==> src/rtl/seq_div16.sv <==
// seq_div16: 16-bit sequential restoring divider (one quotient bit per clock).
//
// A request is accepted only in IDLE. A non-zero divisor takes 16 RUN cycles
// and then spends one cycle in DONE with done high. A zero divisor goes
// straight to DONE with the fixed divide-by-zero result.
//
// Results are registered on entry to DONE. They stay stable until the next
// request is accepted.
//
// Optional feature macro: SEQ_DIV_SIGNED_EN
//   defined   -> is_signed=1 selects two's-complement division. The operands
//                are turned into magnitudes at capture time, and the signs are
//                applied again when the result is registered.
//   undefined -> is_signed is ignored, division is unsigned only, and ovfl
//                stays 0. The port list is identical in both builds.

module seq_div16 #(
    parameter int WIDTH = 16
) (
    input  logic             clk,
    input  logic             rst_n,
    input  logic             start,
    input  logic [WIDTH-1:0] dividend,
    input  logic [WIDTH-1:0] divisor,
    input  logic             is_signed,
    output logic             busy,
    output logic             done,
    output logic [WIDTH-1:0] quotient,
    output logic [WIDTH-1:0] remainder,
    output logic             div_by_zero,
    output logic             ovfl
);

    localparam int                CNT_W     = 5;
    localparam logic [CNT_W-1:0]  LAST_ITER = CNT_W'(WIDTH - 1);
    localparam logic [WIDTH-1:0]  ALL_ONES  = '1;
    localparam logic [WIDTH-1:0]  MOST_NEG  = {1'b1, {(WIDTH-1){1'b0}}};

    typedef enum logic [1:0] {
        IDLE = 2'd0,
        RUN  = 2'd1,
        DONE = 2'd2
    } state_t;

    state_t             r_state;
    logic [CNT_W-1:0]   r_count;
    logic [WIDTH-1:0]   r_rem;
    logic [WIDTH-1:0]   r_quo;
    logic [WIDTH-1:0]   r_divMag;
    logic               r_negQuo;
    logic               r_negRem;
    logic               r_ovflPend;
    logic               r_busy;
    logic               r_done;
    logic [WIDTH-1:0]   r_quotient;
    logic [WIDTH-1:0]   r_remainder;
    logic               r_divByZero;
    logic               r_ovfl;

    logic               w_dividendNeg;
    logic               w_divisorNeg;
    logic [WIDTH-1:0]   w_dividendMag;
    logic [WIDTH-1:0]   w_divisorMag;
    logic               w_overflowCase;
    logic               w_divisorZero;

    logic [WIDTH:0]     w_shiftRem;
    logic [WIDTH+1:0]   w_trial;
    logic               w_trialOk;
    logic [WIDTH-1:0]   w_stepRem;
    logic [WIDTH-1:0]   w_stepQuo;
    logic [WIDTH-1:0]   w_finalQuo;
    logic [WIDTH-1:0]   w_finalRem;
    logic               w_unusedTrialBit;

    // Operand preparation. The core always divides magnitudes. In signed mode
    // the operand signs are remembered here so the result can be fixed up.
`ifdef SEQ_DIV_SIGNED_EN
    assign w_dividendNeg  = is_signed & dividend[WIDTH-1];
    assign w_divisorNeg   = is_signed & divisor[WIDTH-1];
    assign w_dividendMag  = w_dividendNeg ? -dividend : dividend;
    assign w_divisorMag   = w_divisorNeg  ? -divisor  : divisor;
    // The most-negative value divided by -1 cannot be represented. The
    // magnitude path already yields MOST_NEG with a zero remainder, so the
    // only extra work is raising the flag.
    assign w_overflowCase = is_signed & (dividend == MOST_NEG) & (divisor == ALL_ONES);
`else
    logic w_unusedSigned;

    assign w_unusedSigned = is_signed;
    assign w_dividendNeg  = 1'b0;
    assign w_divisorNeg   = 1'b0;
    assign w_dividendMag  = dividend;
    assign w_divisorMag   = divisor;
    assign w_overflowCase = 1'b0;
`endif

    assign w_divisorZero = (divisor == '0);

    // One restoring step. Shift {rem,quo} left by one, then try subtracting
    // the divisor magnitude from the widened remainder. The extra top bit of
    // w_trial acts as the borrow (sign) bit. Whichever remainder is kept is
    // always below the divisor, so it fits back into WIDTH bits.
    assign w_shiftRem       = {r_rem, r_quo[WIDTH-1]};
    assign w_trial          = {1'b0, w_shiftRem} - {2'b00, r_divMag};
    assign w_trialOk        = ~w_trial[WIDTH+1];
    assign w_stepRem        = w_trialOk ? w_trial[WIDTH-1:0] : w_shiftRem[WIDTH-1:0];
    assign w_stepQuo        = {r_quo[WIDTH-2:0], w_trialOk};
    assign w_unusedTrialBit = w_trial[WIDTH];

    // Sign fix-up of the last step's result. This is what gets registered on
    // entry to DONE. Both negate flags are zero in an unsigned build.
    assign w_finalQuo = r_negQuo ? -w_stepQuo : w_stepQuo;
    assign w_finalRem = r_negRem ? -w_stepRem : w_stepRem;

    // Control FSM and datapath. All outputs come from registers, and reset
    // abandons any operation in flight without producing a done pulse.
    always_ff @(posedge clk or negedge rst_n) begin
        if (!rst_n) begin
            r_state     <= IDLE;
            r_count     <= '0;
            r_rem       <= '0;
            r_quo       <= '0;
            r_divMag    <= '0;
            r_negQuo    <= 1'b0;
            r_negRem    <= 1'b0;
            r_ovflPend  <= 1'b0;
            r_busy      <= 1'b0;
            r_done      <= 1'b0;
            r_quotient  <= '0;
            r_remainder <= '0;
            r_divByZero <= 1'b0;
            r_ovfl      <= 1'b0;
        end else begin
            case (r_state)
                IDLE: begin
                    r_done <= 1'b0;
                    if (start) begin
                        r_count    <= '0;
                        r_rem      <= '0;
                        r_quo      <= w_dividendMag;
                        r_divMag   <= w_divisorMag;
                        r_negQuo   <= w_dividendNeg ^ w_divisorNeg;
                        r_negRem   <= w_dividendNeg;
                        r_ovflPend <= w_overflowCase;
                        if (w_divisorZero) begin
                            r_state     <= DONE;
                            r_busy      <= 1'b0;
                            r_done      <= 1'b1;
                            r_quotient  <= ALL_ONES;
                            r_remainder <= dividend;
                            r_divByZero <= 1'b1;
                            r_ovfl      <= 1'b0;
                        end else begin
                            r_state <= RUN;
                            r_busy  <= 1'b1;
                        end
                    end
                end

                RUN: begin
                    r_rem   <= w_stepRem;
                    r_quo   <= w_stepQuo;
                    r_count <= r_count + 1'b1;
                    if (r_count == LAST_ITER) begin
                        r_state     <= DONE;
                        r_busy      <= 1'b0;
                        r_done      <= 1'b1;
                        r_quotient  <= w_finalQuo;
                        r_remainder <= w_finalRem;
                        r_divByZero <= 1'b0;
                        r_ovfl      <= r_ovflPend;
                    end
                end

                DONE: begin
                    r_state <= IDLE;
                    r_done  <= 1'b0;
                end

                default: begin
                    r_state <= IDLE;
                    r_busy  <= 1'b0;
                    r_done  <= 1'b0;
                end
            endcase
        end
    end

    assign busy        = r_busy;
    assign done        = r_done;
    assign quotient    = r_quotient;
    assign remainder   = r_remainder;
    assign div_by_zero = r_divByZero;
    assign ovfl        = r_ovfl;

endmodule

==> config.mk <==
export PLATFORM = sky130hd
export DESIGN_NAME = seq_div16
export DESIGN_NICKNAME = d
export VERILOG_FILES = /design/src/rtl/seq_div16.sv
export SDC_FILE = /design/constraint.sdc
export NUM_CORES = 1
export LEC_CHECK = 0
export ABC_CLOCK_PERIOD_IN_PS = 3100
export BUFFER_PORTS_ARGS = -buffer_cell sky130_fd_sc_hd__buf_2
export CORE_MARGIN = 2
export CORE_UTILIZATION = 57
export DETAILED_ROUTE_END_ITERATION = 12
export PLACE_DENSITY = 0.77
export SYNTH_ARGS = -nofsm -noshare
export SYNTH_HDL_FRONTEND = slang
export SYNTH_SLANG_ARGS = --single-unit
==> constraint.sdc <==
create_clock -name clk -period 3.1 [get_ports clk]
set_input_delay 0.465 -clock clk [delete_from_list [all_inputs] [get_ports clk]]
set_output_delay 0.465 -clock clk [all_outputs]
set_load 0.005 [all_outputs]
==> flow_summary_export.csv <==
group,metric,value,unit
run_status,status,"complete, no violations",
global_route,grt_pass1_vias,4029,
placed_design,post-dp-hpwl,8640,microns
timing,post-route-min-period,2800,ps
critical_path,critPathSlowestCell,"or4b_4",
cts,clk_pin_slew,90,ps
synth,synthesis.nets,574,
floorplan,start_util,58.7,%
critical_path,r2r-start,"r_rem[10]",
floorplan,coreArea,8220,sq um
floorplan,num_rows,33,
power_and_ir_drop,clockPowerShare,13.0,%
critical_path,arrival,3030,ps
critical_path,r2r_setup_slack,300,ps
cts,cts_tree,"built",
synth,synth-main-ff-cell,"dfrtp_1",
synth,synth_area,4820,sq um
critical_path,rr_worst_depth,8,
critical_path,cp.required,3320,ps
placed_design,postPlaceCellArea,5260,sq um
critical_path,end_kind,"register",
routing,dr.first_iter.drc_count,312,
synth,yosys.area.top_type,"dfrtp_1",
routing,wl_met1,5360,microns
critical_path,reg2reg_to,"r_rem[11]",
timing,rsz0062_at_grt,"false",
routing,dr_total_vias,4246,
synth,yosysUniqueCellTypes,63,
synth,syn_avg_cell_area,9.29,sq um
power_and_ir_drop,switching_share,44.8,%
cts,clock_sinks,90,
power_and_ir_drop,comb_power_share,56.8,%
timing,hold_violations,0,
placed_design,portBuffers,69,
cts,cts_hold_buf,0,
finish,area_growth,13.8,%
finish,fin_nets,638,
floorplan,die_height,96.0,microns
routing,wl_met2,5630,microns
synth,synth_top_area_share,46.7,%
floorplan,die-width,96.0,microns
power_and_ir_drop,vdd_drop_max,574,uV
routing,drc,0,
synth,synth_edf_count,0,
synth,ys_ff_latch,90,
synth,synth-seq-area-share,46.7,%
global_route,grt_overflow,0,
run,maxCapViolations,0,
critical_path,worst-path-max-fanout,10,
routing,wirelength,11800,microns
global_route,antenna_found_initial,0,
power_and_ir_drop,seq_power_share,30.1,%
cts,clockBufferDepth,2,
critical_path,path_cells,"ha_1 -> nand4_2 -> or4b_4 -> a21oi_2 -> or2_1 -> buf_12 -> mux2i_1 -> o21ai_0",
synth,synthCells,519,
routing,antenna_left,0,
timing,setup_violations,0,
global_route,grt_max_degree,50,
finish,diodes,0,
routing,routed.top_layer,"met4",
timing,fin_tns_setup,0,ps
cts,numCtsBuffers,9,
placed_design,routabilityCongestion,0.927,
critical_path,max_stage_delay,530,ps
cts,post_cts_resized,0,
routing,wl_per_cell,17.0,microns
cts,worstSkewPairLatency,370,ps
routing,first_pass_iters,6,
synth,async_reset_ff_share,100,%
floorplan,io_pins,72,
cts,htree_num_levels,3,
critical_path,critical_path_class,"reg2reg",
global_route,grtUsageTotal,27.2,%
synth,ys_warn_count,0,
timing,fmax,357,MHz
finish,drive_gt1_share,19.0,%
timing,drv_slew,0,
floorplan,die_area,9210,sq um
min_path,worstHoldPathType,"in2async",
critical_path,cp-start-kind,"register",
timing,skew,14.4,ps
power_and_ir_drop,cellPowerDensity,1280,nW/um^2
synth,synth.area.top_cells,"dfrtp_1, o21ai_0, nand2_1",
finish,fin_area,5490,sq um
global_route,grt_pass1_wl,19500,microns
power_and_ir_drop,switchingPower,3140,uW
power_and_ir_drop,p_leak,0.00252,uW
timing,worst_pin_slew,791,ps
cts,post_cts_buffers,0,
timing,finalCritPeriodShare,90.4,%
power_and_ir_drop,internal_power,3880,uW
cts,clockRootBuffer,"clkbuf_8",
timing,worst_slew_margin_rel,46.9,%
routing,avgViaCountPerCell,6.13,
routing,wl_met3,600,microns
==> worst max-delay path, delay by kind of cell, from the launching register on <==
family | cells | cell delay (ps)
buf+inv | 1 | 170
mux | 1 | 280
compound gates | 2 | 370
simple gates | 3 | 1000
flops | 1 | 420
fa+ha+maj | 1 | 430
==> per-layer routing <==
layer / up-vias / GRT usage, %
met1: 2059 / 36.8
met2: 160 / 46.1
li1: 2010 / -
met3: 17 / 3.21
met4: 0 / 7.74
met5: - / 0
==> power by group through the flow <==
stage / clock network, uW / registers [uW] / logic (uW)
after floorplan: 0 / 2050 / 2970
after global placement: 0 / 2100 / 3830
after detailed placement: 0 / 2130 / 3950
after CTS: 928 / 2110 / 3980
after global routing: 979 / 2190 / 4510
final: 916 / 2120 / 3990
==> placed cells by master, fill, tap and decap left out, types with 3 or more instances in the layout <==
master | Yosys | final
nor3_1 | 5 | 5
mux2i_1 | 3 | 3
inv_1 | 21 | 21
o21a_1 | 5 | 5
o22a_1 | 16 | 16
nor4_1 | 4 | 4
a31o_2 | 3 | 3
and2b_1 | 3 | 3
dfrtp_1 | 90 | 90
and3_1 | 4 | 4
o2111ai_1 | 4 | 4
o21ai_0 | 61 | 61
a22oi_1 | 13 | 13
clkbuf_8 | 0 | 9
o21ai_1 | 3 | 3
a21oi_1 | 17 | 16
buf_4 | 1 | 11
ha_1 | 18 | 18
a32oi_1 | 3 | 3
xnor2_1 | 5 | 5
xor2_1 | 4 | 4
buf_2 | 1 | 68
a211oi_1 | 3 | 3
o211ai_1 | 6 | 6
a22o_1 | 9 | 9
nand3_1 | 11 | 11
nand2_1 | 81 | 81
a21o_1 | 4 | 4
nor2_1 | 41 | 41
a31oi_1 | 19 | 19
==> cell type report <==
cell class | count | area (sq um)
sequential | 90 | 2250
clock inverter | 6 | 97.6
timing repair buffer | 81 | 463
multi-input combinational | 380 | 2340
clock buffer | 10 | 128
fill | 681 | 2730
inverter | 21 | 78.8
tap | 105 | 131
==> registers in the layout, indices dropped and copies added (netlist names) <==
name and flops:
remainder 16, busy 1, r_rem 16, done 1, div_by_zero 1, r_quo 16, r_state 2, quotient 16
r_divMag 16, r_count 5
==> cell usage after synthesis, drive strengths merged, types with 2 or more instances <==
cell     number
a211oi        4
a21o          4
a21oi        18
a22o          9
a22oi        13
a31o          3
a31oi        21
a32oi         3
and2b         3
and3          5
and4b         2
buf           9
clkbuf       19
dfrtp        90
ha           18
inv          21
mux2i         3
nand2        81
nand2b        2
nand3        11
nand4         3
nor2         42
nor3          5
nor4          4
o2111ai       4
o211ai        6
o21a          5
o21ai        64
o22a         16
o31ai         2
or2           3
xnor2         5
xor2          4
==> logic make-up (layout without fill, tap and decap cells) <==
group / Yosys count / after routing / synth area share, %
AND/OR/NAND/NOR: 167 / 167 / 15.7
multiplexers: 3 / 3 / 0.623
buffers and inverters: 49 / 118 / 4.93
flip-flops: 90 / 90 / 46.7
XOR/XNOR: 9 / 9 / 1.63
AO/OA/AOI/OAI: 181 / 181 / 25.2
adder cells (fa/ha/maj): 19 / 19 / 5.08
other: 1 / 1 / 0.0777
==> through the flow <==
stage	cells	total power, uW	setup WS (ps)	hold WS, ps	utilization (%)
5_1_grt	693	7670	130	111	66.8
4_1_cts	693	7020	322	95.5	66.8
3_3_place_gp	677	5930	375	464	64.0
6_report	693	7020	297	77.4	66.8
3_5_place_dp	677	6080	353	472	64.0
2_1_floorplan	519	5020	738	169	-
==> worst max path at each step <==
stage	from	to	slack [ps]	depth (start not counted)
final	r_rem[10]	r_rem[11]	300	8
after global routing	r_rem[10]	r_rem[11]	130	8
after CTS	r_rem[10]	r_rem[11]	320	8
after detailed placement	r_rem[9]	remainder[11]	350	8
after global placement	r_rem[9]	r_rem[11]	380	8
after floorplan	r_rem[8]	remainder[9]	740	9
Power figures use the tool's default switching activity.
